### src/rtl/op_serializer.sv
// Serializes one 40-bit opcode packet per frame onto an idle-high line: start bit, 40 data bits MSB first, IDLE_BITS stop bits.
// Define OP_SERIALIZER_PARITY_EN to insert an odd-parity bit between the data and stop bits.
module op_serializer #(
  parameter int CLK_DIV   = 8,
  parameter int IDLE_BITS = 2
) (
  input  logic        clk,
  input  logic        rst_n,
  input  logic        data_valid,
  input  logic [39:0] data,
  output logic        accept,
  output logic        busy,
  output logic        sdo,
  output logic        frame_done
);

  // state  | meaning
  // IDLE   | line high, waiting for a packet
  // START  | start bit (line low)
  // DATA   | shifting out shift_q[39]
  // PARITY | odd parity bit (parity build only)
  // STOP   | line high for IDLE_BITS bit periods
  localparam int TW = (CLK_DIV > 2) ? $clog2(CLK_DIV) : 1;
  localparam logic [TW-1:0] TMAX     = TW'(CLK_DIV - 1);
  localparam logic [3:0]    GAP_INIT = 4'(IDLE_BITS - 1);

`ifdef OP_SERIALIZER_PARITY_EN
  typedef enum logic [2:0] {S_IDLE, S_START, S_DATA, S_PARITY, S_STOP} state_t;
`else
  typedef enum logic [1:0] {S_IDLE, S_START, S_DATA, S_STOP} state_t;
`endif

  state_t          state_q;
  logic [39:0]     shift_q;
  logic [TW-1:0]   timer_q;
  logic [5:0]      bit_cnt_q;
  logic [3:0]      gap_q;
  logic            sdo_q;
  logic            busy_q;
  logic            frame_done_q;
`ifdef OP_SERIALIZER_PARITY_EN
  logic            parity_q;
`endif

  assign accept     = (state_q == S_IDLE) && data_valid;
  assign busy       = busy_q;
  assign sdo        = sdo_q;
  assign frame_done = frame_done_q;

  always_ff @(posedge clk or negedge rst_n) begin
    if (!rst_n) begin
      state_q      <= S_IDLE;
      shift_q      <= '0;
      timer_q      <= '0;
      bit_cnt_q    <= '0;
      gap_q        <= '0;
      sdo_q        <= 1'b1;
      busy_q       <= 1'b0;
      frame_done_q <= 1'b0;
`ifdef OP_SERIALIZER_PARITY_EN
      parity_q     <= 1'b0;
`endif
    end else begin
      frame_done_q <= 1'b0;
      case (state_q)
        S_IDLE: begin
          if (data_valid) begin
            shift_q <= data;
`ifdef OP_SERIALIZER_PARITY_EN
            parity_q <= ~^data;
`endif
            timer_q <= TMAX;
            sdo_q   <= 1'b0;
            busy_q  <= 1'b1;
            state_q <= S_START;
          end
        end
        S_START: begin
          if (timer_q == '0) begin
            timer_q   <= TMAX;
            bit_cnt_q <= 6'd39;
            sdo_q     <= shift_q[39];
            state_q   <= S_DATA;
          end else begin
            timer_q <= timer_q - 1'b1;
          end
        end
        S_DATA: begin
          if (timer_q == '0) begin
            timer_q <= TMAX;
            if (bit_cnt_q == '0) begin
`ifdef OP_SERIALIZER_PARITY_EN
              sdo_q   <= parity_q;
              state_q <= S_PARITY;
`else
              sdo_q   <= 1'b1;
              gap_q   <= GAP_INIT;
              state_q <= S_STOP;
`endif
            end else begin
              shift_q   <= {shift_q[38:0], 1'b0};
              sdo_q     <= shift_q[38];
              bit_cnt_q <= bit_cnt_q - 1'b1;
            end
          end else begin
            timer_q <= timer_q - 1'b1;
          end
        end
`ifdef OP_SERIALIZER_PARITY_EN
        S_PARITY: begin
          if (timer_q == '0) begin
            timer_q <= TMAX;
            sdo_q   <= 1'b1;
            gap_q   <= GAP_INIT;
            state_q <= S_STOP;
          end else begin
            timer_q <= timer_q - 1'b1;
          end
        end
`endif
        S_STOP: begin
          if (timer_q == '0) begin
            if (gap_q == '0) begin
              busy_q  <= 1'b0;
              state_q <= S_IDLE;
            end else begin
              gap_q   <= gap_q - 1'b1;
              timer_q <= TMAX;
            end
          end else begin
            timer_q <= timer_q - 1'b1;
            // frame_done is registered, so raise it one cycle ahead of the last stop cycle
            if (timer_q == TW'(1) && gap_q == '0) frame_done_q <= 1'b1;
          end
        end
        default: state_q <= S_IDLE;
      endcase
    end
  end

endmodule

### config.mk
export PLATFORM = sky130hd
export DESIGN_NAME = op_serializer
export DESIGN_NICKNAME = d
export VERILOG_FILES = /design/src/rtl/op_serializer.sv
export SDC_FILE = /design/constraint.sdc
export NUM_CORES = 1
export LEC_CHECK = 0
export BUFFER_PORTS_ARGS = -buffer_cell sky130_fd_sc_hd__buf_2
export CAP_MARGIN = 20
export CORE_AREA = 2 2 83 85
export CTS_CLUSTER_SIZE = 28
export DETAILED_ROUTE_END_ITERATION = 12
export DIE_AREA = 0 0 85 87
export PLACE_DENSITY = 0.75
export SYNTH_ARGS = -nofsm -noshare
export SYNTH_HDL_FRONTEND = slang
export SYNTH_SLANG_ARGS = --single-unit
### constraint.sdc
create_clock -name clk -period 2.2 [get_ports clk]
set_clock_uncertainty 0.15 [all_clocks]
set_input_delay 0.22 -clock clk [delete_from_list [all_inputs] [get_ports clk]]
set_output_delay 0.22 -clock clk [all_outputs]
set_load 0.1 [all_outputs]
# Yosys cells after proc, flatten, opt, wreduce, memory -nomap -nowiden
# Index checks and enable logic that the tools add are counted.
[classes]
n_addsub = 3
n_eq_ne = 13
n_mux = 37
n_reduce_logical = 19
[ops]
columns = ["operator", "count"]
rows = [
  ["$mux W40", 3],
  ["$pmux W40 S2", 1],
  ["$mux W6", 3],
  ["$mux W4", 4],
  ["$ne A2 B2 Y1 const B", 8],
  ["$reduce_and A4 Y1", 4],
  ["$mux W2", 6],
  ["$mux W3", 4],
  ["$pmux W6 S2", 1],
  ["$mux W1", 10],
  ["$pmux W3 S3", 1],
  ["$pmux W2 S4", 1],
  ["$pmux W4 S2", 1],
  ["$reduce_bool A2 Y1", 4],
  ["$logic_not A6 Y1", 1],
  ["$reduce_and A6 Y1", 1],
  ["$sub A6 B1 Y6 const B", 1],
  ["$reduce_and A5 Y1", 1],
  ["$eq A2 B2 Y1 const B", 2],
  ["$logic_not A4 Y1", 1],
  ["$sub A4 B1 Y4 const B", 1],
  ["$eq A3 B1 Y1 const B", 1],
  ["$logic_not A3 Y1", 1],
  ["$ne A3 B3 Y1 const B", 1],
  ["9 further kinds", 10],
]
[totals]
register_bits = 58
out_inout_bits = 4
wordCells = 80

# Longest topological paths before layout
# Gate-level depths: netlist (run 1).
[logic_depth]
ltp_word = 5
ltp_mapped = 8
ltp_nobuf = 6

# Least setup slack after synthesis (run 1)
# Ideal clock, no wire load.
[synth_timing]
path_kind = "flip-flop to flip-flop"
start = "register state_q[0]"
end = "register shift_q[33]"
setup_time_ns = 0.125
arrival_ns = 1.896
setup_slack_ns = 0.028
path_stages_with_launch = 8
synth_period_minus_slack_ns = 2.172
cell_sequence = "dfrtp_1 > inv_1 > ha_1 > buf_2 > buf_2 > clkbuf_1 > mux2_2 > mux2_4"
[synth_between]
elab_chain_len = 3
word_cells_on_any_way = 8
classes_between = "eq/ne: 4; mux: 1; reduce/logical: 3"
[synth_rtl]
columns = ["item", "line", "rtl"]
rows = [
  ["start: declaration", "33", "state_t state_q;"],
  ["start signal: assignment", "52", "state_q <= S_IDLE;"],
  ["start signal: assignment", "75", "state_q <= S_START;"],
  ["start signal: assignment", "83", "state_q <= S_DATA;"],
  ["$eq A2 B2 Y1 / $logic_not A2 Y1 (equally long branches)", "65", "case (state_q)"],
  ["$ne A2 B2 Y1 (no line) / $reduce_bool A2 Y1 (equally long branches)", "-", ""],
  ["$reduce_and A4 Y1 (no line)", "-", ""],
  ["end signal: assignment", "68", "shift_q <= data;"],
  ["end signal: assignment", "101", "shift_q <= {shift_q[38:0], 1'b0};"],
  ["end: declaration", "34", "logic [39:0] shift_q;"],
]
# Several ways; a longest one is shown, not always the timed one.
# A chain may end at the register's enable or synchronous reset.

# Final worst setup path (run 1)
[layout_timing]
start = "register bit_cnt_q[2]"
end = "register shift_q[30]"
[layout_between]
elab_chain_len = 3
[layout_rtl]
columns = ["item", "line", "rtl"]
rows = [
  ["start: declaration", "36", "logic [5:0] bit_cnt_q;"],
  ["start signal: assignment", "103", "bit_cnt_q <= bit_cnt_q - 1'b1;"],
  ["$logic_not A6 Y1", "91", "if (bit_cnt_q == '0) begin"],
  ["$ne A2 B2 Y1 (no line)", "-", ""],
  ["$reduce_and A4 Y1 (no line)", "-", ""],
]
# No other way between the ends.

==> results by stage, run 1 <==
Run status:
- The run finished with clean final reports.

Synth:
- During synthesis, Yosys emitted a total of 0 warnings.
- After synthesis, flip-flops and latches occupy about 44% of the total area.
- The count of flip-flops with a built-in enable after synthesis is 0.
- The synthesized instance count is approximately 250.
- The number of distinct library cell variants in the gate-level netlist after synthesis is 44.
- In this run the mean area of a mapped cell was roughly 13 um2.
- The most used flip-flop cell after synthesis is sky130_fd_sc_hd__dfrtp_1.
- The number of storage elements in the synthesis netlist is a little under 60.
- Yosys attributes the largest share of cell area to sky130_fd_sc_hd__dfrtp_1 43%, sky130_fd_sc_hd__mux2_4 18%, sky130_fd_sc_hd__mux2_2 14%.
- The number of nets in the synthesized netlist is ~300.
- The cell with the most instances after synthesis is sky130_fd_sc_hd__dfrtp_1.
- The cell area after synthesis is around 3300 um2.
- The share of synthesized area in the top cell type comes to a little over two fifths.
- After synthesis, the most frequently instantiated cells are 57 x sky130_fd_sc_hd__dfrtp_1, 41 x sky130_fd_sc_hd__mux2_2, 40 x sky130_fd_sc_hd__mux2_4.
- The share of flip-flops with an asynchronous set or reset is 100%.
- Of all cell types, the one taking the most synthesized area is sky130_fd_sc_hd__dfrtp_1.

Timing:
- The final number of max-transition violations is 0.
- Setup violations remaining at the end of the flow were counted as 0.
- The worst path in the final design needs a cycle of around 2100 ps, including I/O delays and setup.
- The final hold violation count is 0.
- The post-route clock period utilization is about 96%.
- The smallest hold slack is 79.4 ps.
- For the pin with the worst max-slew slack, the measured transition is between 400 and 500 ps.
- Setup repair after global routing could not meet its margin everywhere.
- The highest achievable clock rate is about 470 MHz.
- Adding up every negative setup slack in the final design gives 0 ps.
- The relative max-transition margin is between 60% and 70%.

Final layout:
- The final cell count without fillers is between 400 and 500.
- The area growth from synthesis to final layout is 21.2%.
- The area of all placed cells without fillers is about 4000 um2.
- Cells with a size suffix above 1 make up 53.1% of the layout.
- The repair_antennas step left the layout with diodes totalling 0.
- For this run, the post-layout net count is 375.

Worst setup path:
- The kind of cell with the highest combined delay along the critical path is flip-flops.
- STA puts the critical path data arrival time at between 2000 and 2500 ps.
- The critical path capture point type is a flop.
- The worst flop-to-flop path startpoint is bit_cnt_q[2].
- The first element of the critical path is bit_cnt_q[2].
- The required time at the endpoint of the critical path is about 2300 ps.
- Across all register-to-register paths, the minimum setup slack is approximately 92 ps.
- The critical path's largest stage delay is approximately 470 ps.
- By startpoint and endpoint, the worst setup path is classified as reg2reg.
- The biggest fanout along the worst timing path is 18.
- The number of buffer and inverter stages on the critical path is 2.
- STA classifies the critical path startpoint as a flop.
- The end of the worst register-to-register path is shift_q[30].
- For the worst flop-to-flop path, the logic depth is 6.
- The library cell contributing the largest single delay on the critical path is sky130_fd_sc_hd__dfrtp_1.
- Walking the worst path, the cells encountered are or3_4 -> o21ai_4 -> a211oi_4 -> buf_4 -> buf_12 -> mux2_4.

Hold path:
- The worst hold path begins at data_valid.
- The worst hold path terminates at busy.
- The number of instances on the worst hold path is 3.
- The worst hold-check path type is in2reg.

Power:
- In this run the static leakage power is 1.86 nW.
- The peak supply drop is roughly 0.36 mV.
- For this design the ratio of total power to cell area is around 570 nW/um2.
- The switching power share of the total is between 20% and 30%.
- The total internal power is approximately 1.8 mW.
- The analysis attributes to net switching a power of just under 0.5 mW.
- Combinational logic is responsible for just under 7% of the overall power.
- The sequential power share is 49.0%.
- The total design power is approximately 2.3 mW.
- Per report_power, the clock group accounts for roughly 44% of the total.

Floorplan:
- The placement row count is 30.
- The die covers between 7000 and 8000 um2.
- In this run the count of I/O pins placed on the die edge is 47.
- The starting density of the core is 50.2%.
- The die is approximately 85 um wide.
- The core footprint is between 6000 and 7000 um2.
- The floorplan step set the die height to ~87 um.

Clock network:
- The clock passes through at most 2 buffers.
- The TritonCTS clock tree is yes.
- After clock tree synthesis, the clock-pin slew on the worst setup and hold paths is ~60 ps.
- The H-tree generated during clock tree synthesis spans 3 levels.
- The master cell of the clock root buffer is sky130_fd_sc_hd__clkbuf_8.
- The total clock buffers created by CTS is 9.
- The CTS sink count is 58.
- The later-pin clock latency in the skew report is about 330 ps.

Global route:
- The via count of the first global-routing pass was 2176.
- The initial antenna violation count is 0.
- Global routing used between 10% and 20% of the available tracks across all layers.
- The aggregate global routing overflow is 0.
- The wire length of the first global-routing pass is 10.3 mm.
- Entering global routing, the biggest net connects 52 pins.

Drt:
- The first-pass detailed-route iteration total is 4.
- The antenna violation net count after detailed routing is 0.
- The first routing iteration left 64 violations.
- In the routed layout, each cell is associated on average with a via count of between 5 and 6.
- The detailed-route DRC error count is 0.
- The aggregate routed wire length is 6.26 mm.
- The via total after detailed routing is around 2200.
- Dividing the detail-routed wire length by the instance count gives 15.5 um.

Placed design:
- The congestion estimate from routability-driven global placement came to between 0.8 and 0.9.
- Detailed placement ended at an HPWL of roughly 4.3 mm.
- The number of port buffers is 46.
- Including well taps, the total number of placed cells is approximately 390.
- The cell area after placement is 3740 um2.

Flow run:
- Across the run, the number of max-cap violations was 0.
==> flip-flops by register name, indices dropped and copies added (netlist names) <==
signal	flops
shift_q	40
bit_cnt_q	6
gap_q	4
timer_q	3
state_q	2
busy	1
frame_done	1
sdo	1
==> through the flow <==
step	worst slack (ps)	utilization [%]
floorplan	28.4	-
global placement	96.0	57.0
detailed placement	31.7	57.0
CTS	19.9	60.3
global route	-4.17	60.9
finish	91.6	60.9
==> routing by layer <==
metal	vias to the layer above	track usage, %	part of all wire [%]	wire, um
li1	1047	-	-	-
met1	1037	25.1	48	3010
met2	65	26.4	45	2800
met3	8	5.02	5.7	354
met4	0	6.49	1.5	96
met5	-	0	0	0
==> kinds of logic after synthesis <==
| kind of cell | after synthesis | synth area share, % |
|---|---|---|
| muxes | 84 | 33.1 |
| AOI/OAI and AO/OA | 37 | 8.00 |
| DFF | 58 | 44.0 |
| buffers and inverters | 24 | 3.94 |
| adders and majority gates | 12 | 4.55 |
| and+or+nand+nor | 37 | 6.41 |
==> layout by cell type (no fill, tap or decap), types with 2 or more instances in the layout <==
cell type,Yosys,final
sky130_fd_sc_hd__nand2b_1,2,2
sky130_fd_sc_hd__a21oi_1,9,9
sky130_fd_sc_hd__mux2_4,40,40
sky130_fd_sc_hd__inv_1,13,13
sky130_fd_sc_hd__o21ai_0,8,8
sky130_fd_sc_hd__a22oi_1,2,2
sky130_fd_sc_hd__buf_2,2,45
sky130_fd_sc_hd__or2_2,3,3
sky130_fd_sc_hd__nor4bb_1,2,2
sky130_fd_sc_hd__nor2_1,8,8
sky130_fd_sc_hd__buf_12,0,4
sky130_fd_sc_hd__mux2_2,41,41
sky130_fd_sc_hd__nand2_1,7,7
sky130_fd_sc_hd__dfrtp_1,57,57
sky130_fd_sc_hd__clkbuf_8,0,12
sky130_fd_sc_hd__a2bb2oi_1,2,2
sky130_fd_sc_hd__ha_1,12,11
sky130_fd_sc_hd__mux2i_1,3,3
sky130_fd_sc_hd__nor3_1,2,2
sky130_fd_sc_hd__o31ai_1,3,3
sky130_fd_sc_hd__buf_4,0,16
sky130_fd_sc_hd__or4_1,2,2
sky130_fd_sc_hd__o22ai_1,2,2
==> power by group through the flow <==
stage / Clock (mW) / Combinational [mW] / Sequential [mW]
after floorplan: 0 / 0.0776 / 1.14
after global placement: 0 / 0.151 / 1.14
after detailed placement: 0 / 0.157 / 1.14
after CTS: 1.03 / 0.158 / 1.12
after global routing: 1.07 / 0.171 / 1.12
final: 1.01 / 0.155 / 1.12
==> worst max-delay path by stage <==
stage                    to  depth (start not counted)
6_report        shift_q[30]                          6
5_1_grt        bit_cnt_q[5]                          7
4_1_cts         shift_q[15]                          7
3_5_place_dp    shift_q[15]                          7
3_3_place_gp       gap_q[0]                          6
2_1_floorplan   shift_q[33]                          7
==> repair_timing <==
| item | in CTS | in global routing |
|---|---|---|
| endpoints found under the hold margin | 57 | 0 |
| resized for setup | 0 | 3 |
| setup buffers | 0 | 1 |
| hold buffers | 1 | 0 |
| endpoints found under the setup margin | 0 | 44 |
==> worst register-to-register path, stage by stage, from the launching register on <==
cell and delay [ps]:
sky130_fd_sc_hd__dfrtp_1 470, sky130_fd_sc_hd__or3_4 450, sky130_fd_sc_hd__o21ai_4 190, sky130_fd_sc_hd__a211oi_4 70, sky130_fd_sc_hd__buf_4 180, sky130_fd_sc_hd__buf_12 170
sky130_fd_sc_hd__mux2_4 310
==> layout make-up <==
type,count,area (um2)
Clock buffer,13,169
Clock inverter,2,35.0
Fill cell,501,2570
Inverter,13,48.8
Multi-Input combinational cell,170,1730
Sequential cell,58,1450
Tap cell,80,100
Timing Repair Buffer,68,468
(Power assumes the default switching activity.)
==> run 2, diff against run 1 <==
- clock period: 2.2 -> 1.8 ns (I/O delays scaled with it)
==> results by stage, run 2 (synthesis results as in run 1) <==
Run status:
- The flow ran to the end, but the final reports show violations.
- The checks that failed: negative setup slack.

Power:
- Net switching is 24.3% of the power.
- The share of total power dissipated in combinational logic is 7.4%.
- The peak supply drop is just over 0.4 mV.
- The total design power is approximately 2.6 mW.
- The share of total power dissipated in sequential elements is a little over half.
- The static leakage power is 2.19 nW.
- In this run, the clock network consumes roughly two fifths of the power.
- In this run the power spent charging and discharging nets is 0.641 mW.
- The power per unit of standard cell area is approximately 550 nW/um2.
- The total internal power is between 1.5 and 2 mW.

Floorplan:
- The die boundary width is 85 um.
- The starting density of the core is roughly half.
- The chip height is 87 um.
- The placement row count is 30.
- The core footprint is ~6600 um2.
- The total I/O pin count is 47.
- The die covers 7400 um2.

Global route:
- Entering global routing, the biggest net connects 37 pins.
- Global routing used about a quarter of the available tracks.
- The first global-routing pass estimated 13.8 mm of wire.
- The aggregate global routing overflow is 0.
- The via count of the first global-routing pass was roughly 2800.
- The initial antenna violation count came to 0.

Worst setup path:
- The biggest fanout along the worst timing path is 7.
- The data arrival time of the worst path is about 2200 ps.
- The startpoint identified for the worst register-to-register timing path is timer_q[1].
- The cell depth of the worst setup path is 9.
- The library cell contributing the largest single delay on the critical path is sky130_fd_sc_hd__dfrtp_1.
- Traced cell by cell, the critical path runs through inv_2 -> ha_4 -> and2b_2 -> o21ai_4 -> a211oi_4 -> buf_6 -> buf_8 -> buf_16 -> mux2_4.
- On the worst path, the slowest cell contributes a delay of 400 ps.
- Among cell families on the critical path, the largest total delay comes from buffers and inverters.
- The worst setup path is of the reg2reg kind.
- The number of buffer and inverter stages on the critical path is 4.
- The first element of the critical path is timer_q[1].
- The worst setup path is launched from a flop.
- The critical path capture point type is a flop.
- The endpoint of the most critical setup path is shift_q[39].
- Counting cells, the worst reg-to-reg path comes to 9.
- For the worst setup path, the data required time is approximately 1900 ps.
- The endpoint identified for the worst register-to-register timing path is shift_q[39].
- Setup slack on the worst reg-to-reg path comes out at -330 ps.

Final layout:
- Fill cells in the final layout number approximately 380.
- Counting flops per register, the top entry is shift_q.
- The count of cells in the finished layout, fillers not included, comes to between 400 and 500.
- The flip-flop count of the largest register, all copies and words added is 40.
- Leaving out fill and tap cells, the most frequent cells in the layout are 56 x sky130_fd_sc_hd__dfrtp_1, 51 x sky130_fd_sc_hd__buf_4, 45 x sky130_fd_sc_hd__buf_2.
- The area growth from synthesis to layout is 46.1%.
- The fraction of final layout cells with drive strength greater than 1 is a little over two thirds.
- The net count of the finished layout is 431.
- The library cell used most frequently in the layout, excluding fill and tap cells, is sky130_fd_sc_hd__dfrtp_1.
- The sequential cells in the finished layout cover a total of around 1500 um2.
- The multi-input combinational cells in the finished layout cover a total of approximately 2000 um2.
- 0 antenna diodes ended up in the layout.
- The largest registers in the layout are shift_q (40), bit_cnt_q (6), gap_q (4).

Clock network:
- Counting along the longest clock path gives a buffer depth of 2.
- The master cell of the clock root buffer is sky130_fd_sc_hd__clkbuf_8.
- The number of H-tree levels is 3.
- The CTS sink count is 58.
- The total clock buffers created by CTS is 9.
- TritonCTS built the clock tree.
- The clock reaches the later pin of the worst-skew pair after ~350 ps.
- The clock-pin slew of the registers on the worst-case setup and hold paths is approximately 80 ps.

Drt:
- In this run the remaining antenna-violating nets after routing total 0.
- For this run, design rule violations remaining after detail routing come to 0.
- The routed layout has about 2600 vias.
- The per-cell routed wire length is just under 20 um.
- The detailed router used layers up to and including met4.
- The first routing iteration left roughly 130 violations.
- The first-pass detailed-route iteration total is 4.
- The met2 wire length is 4.59 mm.
- Detailed routing placed a total of between 400 and 500 um of wire on met3.
- After detailed routing, the number of vias per cell comes to approximately 5.6.
- The final layout contains routed wiring with a total length of between 9 and 10 mm.
- The post-route met1 wirelength is roughly 3.7 mm.

Timing:
- Setup repair after global routing could not meet its margin everywhere.
- The final number of max-transition violations is 0.
- Setup violations remaining at the end of the flow were counted as 54.
- Across all setup checks in the final design, the least slack found is -333 ps.
- Timing would allow up to roughly 470 MHz.
- The smallest hold slack is between 40 and 50 ps.
- The post-route clock period utilization is 119%.
- The relative max-transition margin is ~67%.
- For the pin with the worst max-slew slack, the measured transition is 501 ps.
- The final critical delay including setup and external delays is approximately 2100 ps.
- The final hold violation count was 0.

Flow run:
- Across the run, the number of max-cap violations was 0.

Placed design:
- The number of instances in the placed design is 413.
- The final weighted congestion of routability-driven global placement is about 0.8.
- The wire-length estimate of the detail-placed layout is 4.77 mm.
- The number of port buffers is between 40 and 50.

Hold path:
- The worst hold-check path type is in2reg.
run 2: power groups by stage:
stage	Sequential, mW	Clock [mW]	Combinational (mW)
6_report	1.37	1.07	0.195
2_1_floorplan	1.39	0	0.0949
3_5_place_dp	1.39	0	0.194
5_1_grt	1.38	1.16	0.213
4_1_cts	1.37	1.08	0.195
3_3_place_gp	1.39	0	0.186
run 2: worst min-delay path by stage:
stage | from | endpoint | slack [ps] | cells after the start
finish | data_valid | busy | 40 | 3
global route | data[17] | shift_q[17] | 40 | 3
CTS | data[17] | shift_q[17] | 40 | 3
detailed placement | rst_n | shift_q[31] | -90 | 1
global placement | rst_n | shift_q[30] | -100 | 1
floorplan | rst_n | bit_cnt_q[0] | -270 | 0
run 2: worst register-to-register path, cell delays in order, from the launching register on:
cell                       delay, ps
sky130_fd_sc_hd__dfrtp_1         400
sky130_fd_sc_hd__inv_2            80
sky130_fd_sc_hd__ha_4            130
sky130_fd_sc_hd__and2b_2         180
sky130_fd_sc_hd__o21ai_4          70
sky130_fd_sc_hd__a211oi_4        290
sky130_fd_sc_hd__buf_6           150
sky130_fd_sc_hd__buf_8           120
sky130_fd_sc_hd__buf_16          140
sky130_fd_sc_hd__mux2_4          310
run 2: cell type report:
| cell class | count | share of cell area [%] |
|---|---|---|
| Multi-Input combinational cell | 170 | 41.6 |
| Sequential cell | 58 | 30.1 |
| Timing Repair Buffer | 124 | 21.5 |
| Clock buffer | 11 | 2.93 |
| Tap cell | 80 | 2.08 |
| Inverter | 13 | 1.14 |
| Clock inverter | 5 | 0.623 |
run 2: through the flow:
stage | TNS, ps | cell area (um2) | setup slack (ps) | utilization (%)
global route | -15320 | 4820 | -365 | 73.4
CTS | -9020 | 4630 | -247 | 70.5
floorplan | -12060 | 3330 | -296 | -
global placement | -8370 | 4000 | -205 | 60.9
detailed placement | -10670 | 4000 | -261 | 60.9
finish | -13200 | 4820 | -333 | 73.4
run 2: timing repair:
action,4_1_cts,5_1_grt
hold endpoints to repair,57,0
resized for setup,53,38
pin swaps,14,15
setup endpoints to repair,52,58
hold buffers,1,0
setup buffers,21,14
cloned,3,0
run 2: routing by layer:
metal,vias up,GRT usage [%]
met5,-,0
met3,25,6.64
li1,1161,-
met1,1306,29.4
met2,103,39.6
met4,0,13.1
==> run 3, diff against run 2 <==
==> constraint.sdc (replaced) <==
create_clock -name clk -period 1.8 [get_ports clk]
set_clock_uncertainty 0.15 [all_clocks]
set_input_delay 0.09 -clock clk [delete_from_list [all_inputs] [get_ports clk]]
set_output_delay 0.09 -clock clk [all_outputs]
set_load 0.1 [all_outputs]
==> results by stage, run 3 (synthesis results as in run 1) <==
Worst setup path:
- The data arrival time of the worst path is 2130 ps.
- The critical path capture point type is a flop.
- The worst flop-to-flop path startpoint is bit_cnt_q[0].
- STA puts the critical path data required time at roughly 1900 ps.
- Setup slack on the worst reg-to-reg path comes out at -270 ps.
- The number of cells on the worst reg-to-reg path is 6.
- The biggest fanout along the worst timing path is 3.
- The kind of launch point of the worst setup path is a flop.
- The class of the most critical setup path is reg2reg.
- The end of the worst register-to-register path is gap_q[0].

Final layout:
- The largest registers in the layout are shift_q (40), bit_cnt_q (6), gap_q (4).
- Across the whole layout, storage elements account for 1450 um2.
- The finished cells cover 5070 um2.
- The register with the most flip-flops in the layout has 40 of them.
- Relative to the synthesized area, the layout overhead comes to 53.6%.
- The register containing the most flip-flops in the final layout is shift_q.
- The commonest non-fill, non-tap cell in the layout is sky130_fd_sc_hd__dfrtp_1.
- In the final design database the tool counted ~460 nets.
- The multi-input combinational cells in the finished layout cover a total of between 1500 and 2000 um2.
- The post-route netlist has 60.7% of its cells at a drive strength greater than 1.
- The library cells used most frequently in the layout, excluding fill and tap cells, are 57 x sky130_fd_sc_hd__dfrtp_1, 45 x sky130_fd_sc_hd__buf_2, 43 x sky130_fd_sc_hd__buf_4.
- Excluding fillers, the count of instances in the completed layout stands at ~490.
- The number of antenna diodes in the final layout is 0.
- The number of filler instances in the final layout is around 360.

Floorplan:
- In this run the vertical extent of the chip is 87 um.
- The floorplan step defined a core boundary enclosing approximately 6600 um2.
- After floorplanning, the core was divided into 30 placement rows.
- The total I/O pin count is 47.
- The starting density of the core is around half.
- The die boundary width is around 85 um.
- The die covers about 7400 um2.

Timing:
- For the pin with the worst max-slew slack, the measured transition is ~500 ps.
- The final hold violation count is 0.
- The final critical delay including setup and external delays is a little over 2000 ps.
- The final number of max-transition violations came to 0.
- The relative max-transition margin is 66.8%.
- The total setup violations reported at the end of the flow is 50.
- Setup total negative slack on the finished layout was measured at -10450 ps.
- Setup repair after global routing could not meet its margin everywhere.
- Timing would allow up to 483 MHz.
- The post-layout worst setup margin is -270 ps.
- After layout, the worst path uses 115% of the clock period.

Drt:
- The via total after detailed routing is approximately 2600.
- The per-cell routed wire length is 18.6 um.
- The amount of wire on met3 after detailed routing is 385 um.
- Detailed routing placed a total of about 5 mm of wire on met2.
- Summed over all layers, the routed wires come to slightly above 9 mm.
- The detail route stage leaves a number of antenna-violating nets equal to 0.
- The detailed-route DRC error count is 0.
- The highest routing layer actually used is met4.
- The detailed router's first-iteration violation count is 67.
- The post-route met1 wirelength is around 3.7 mm.
- Dividing the detail-routed via count by the number of cells gives roughly 5.3.
- The first-pass detailed-route iteration total is 4.

Clock network:
- The TritonCTS clock tree is yes.
- The clock-pin slew of the registers on the worst-case setup and hold paths is around 80 ps.
- The clock reaches the later pin of the worst-skew pair after roughly 340 ps.
- CTS placed an instance of sky130_fd_sc_hd__clkbuf_8 at the clock tree root.
- The number of H-tree levels is 3.
- Clock tree synthesis found a total of 58 sinks.
- Buffers inserted during clock tree synthesis total 9.
- The buffer depth of the longest clock path is 2.

Power:
- The peak supply drop is about 0.44 mV.
- The analysis attributes to cell leakage a power of 2.30 nW.
- The power per unit of standard cell area is approximately 540 nW/um2.

Global route:
- Summed over all layers, the global routing overflow is 0.
- The largest net degree at the start of global routing is between 50 and 60.
- The via count of the first global-routing pass is roughly 2700.
- The aggregate global-route resource usage is between 20 and 25%.
- The initial antenna violation count came to 0.
- The first global-routing pass estimated roughly 13 mm of wire.

Run status:
- The flow ran to the end, but the final reports show violations.
- The final reports fail on negative setup slack.

Placed design:
- The final weighted congestion of routability-driven global placement is about 0.8.
- The cell area after placement is 3960 um2.
- The number of instances in the placed design is 410.
- The detailed-placement wirelength estimate is 4.62 mm.
- The count of buffers added on input and output ports is 46.

Hold path:
- The worst hold path belongs to the class in2async.

Flow run:
- Max-cap violations in this run came to 0.
==> run 3: cell count changes in the layout (fill, tap and decap cells not counted), moves of 2 or more <==
cell                            before  now
sky130_fd_sc_hd__buf_12              7    5
sky130_fd_sc_hd__buf_4              51   43
sky130_fd_sc_hd__buf_6              16    9
sky130_fd_sc_hd__dlygate4sd3_1       1   42
sky130_fd_sc_hd__ha_1                5    7
sky130_fd_sc_hd__inv_1               6    9
sky130_fd_sc_hd__nand2_2             2    0
sky130_fd_sc_hd__o21ai_1             3    1
sky130_fd_sc_hd__o21ai_2             1    4
sky130_fd_sc_hd__o21ai_4             3    1
==> run 3: worst max-delay path: stages (launching register included) <==
cell and delay, ps:
sky130_fd_sc_hd__dfrtp_1 410, sky130_fd_sc_hd__inv_1 160, sky130_fd_sc_hd__ha_4 180, sky130_fd_sc_hd__nor4b_2 270
sky130_fd_sc_hd__a41oi_2 190, sky130_fd_sc_hd__or2_4 310, sky130_fd_sc_hd__mux2_2 280
==> run 3: metal layers <==
metal	vias to the layer above	GRT usage, %
li1	1209	-
met1	1298	28.8
met2	64	39.2
met3	14	5.12
met4	0	8.80
met5	-	0
==> run 3: layout make-up <==
cell class / instances / share of cell area, %
multi-input combinational: 170 / 39.0
tap: 80 / 1.97
inverter: 13 / 0.962
timing repair buffer: 150 / 26.0
sequential: 58 / 28.7
clock inverter: 5 / 0.592
clock buffer: 11 / 2.79
==> run 3: worst max path at each step <==
stage	startpoint	endpoint	cells past startpoint
2_1_floorplan	timer_q[0]	shift_q[0]	8
3_3_place_gp	state_q[1]	shift_q[24]	6
3_5_place_dp	state_q[1]	shift_q[6]	6
4_1_cts	timer_q[0]	shift_q[39]	8
5_1_grt	bit_cnt_q[0]	gap_q[0]	6
6_report	bit_cnt_q[0]	gap_q[0]	6
==> run 3: through the flow <==
| step | setup slack, ps | util, % | total power [mW] | hold slack (ps) |
|---|---|---|---|---|
| global route | -349 | 77.2 | 2.81 | 168 |
| CTS | -244 | 72.5 | 2.71 | 136 |
| finish | -270 | 77.2 | 2.71 | 121 |
| global placement | -222 | 60.3 | 1.58 | -33.4 |
| detailed placement | -269 | 60.3 | 1.58 | -33.2 |
| floorplan | -296 | - | 1.49 | -356 |
==> run 3: timing repair <==
item,4_1_cts,5_1_grt
hold buffers,42,0
buffers inserted,5,10
gates cloned,3,1
resized for setup,23,42
pin swaps,4,14
endpoints found under the setup margin,49,57
hold endpoints to repair,99,0
==> run 3: where the power goes <==
group          switching, mW  leakage [nW]  internal (mW)
logic                 0.0892          1.51          0.177
clock network          0.546        0.0851          0.530
registers             0.0261         0.701           1.35
total                  0.661          2.30           2.05
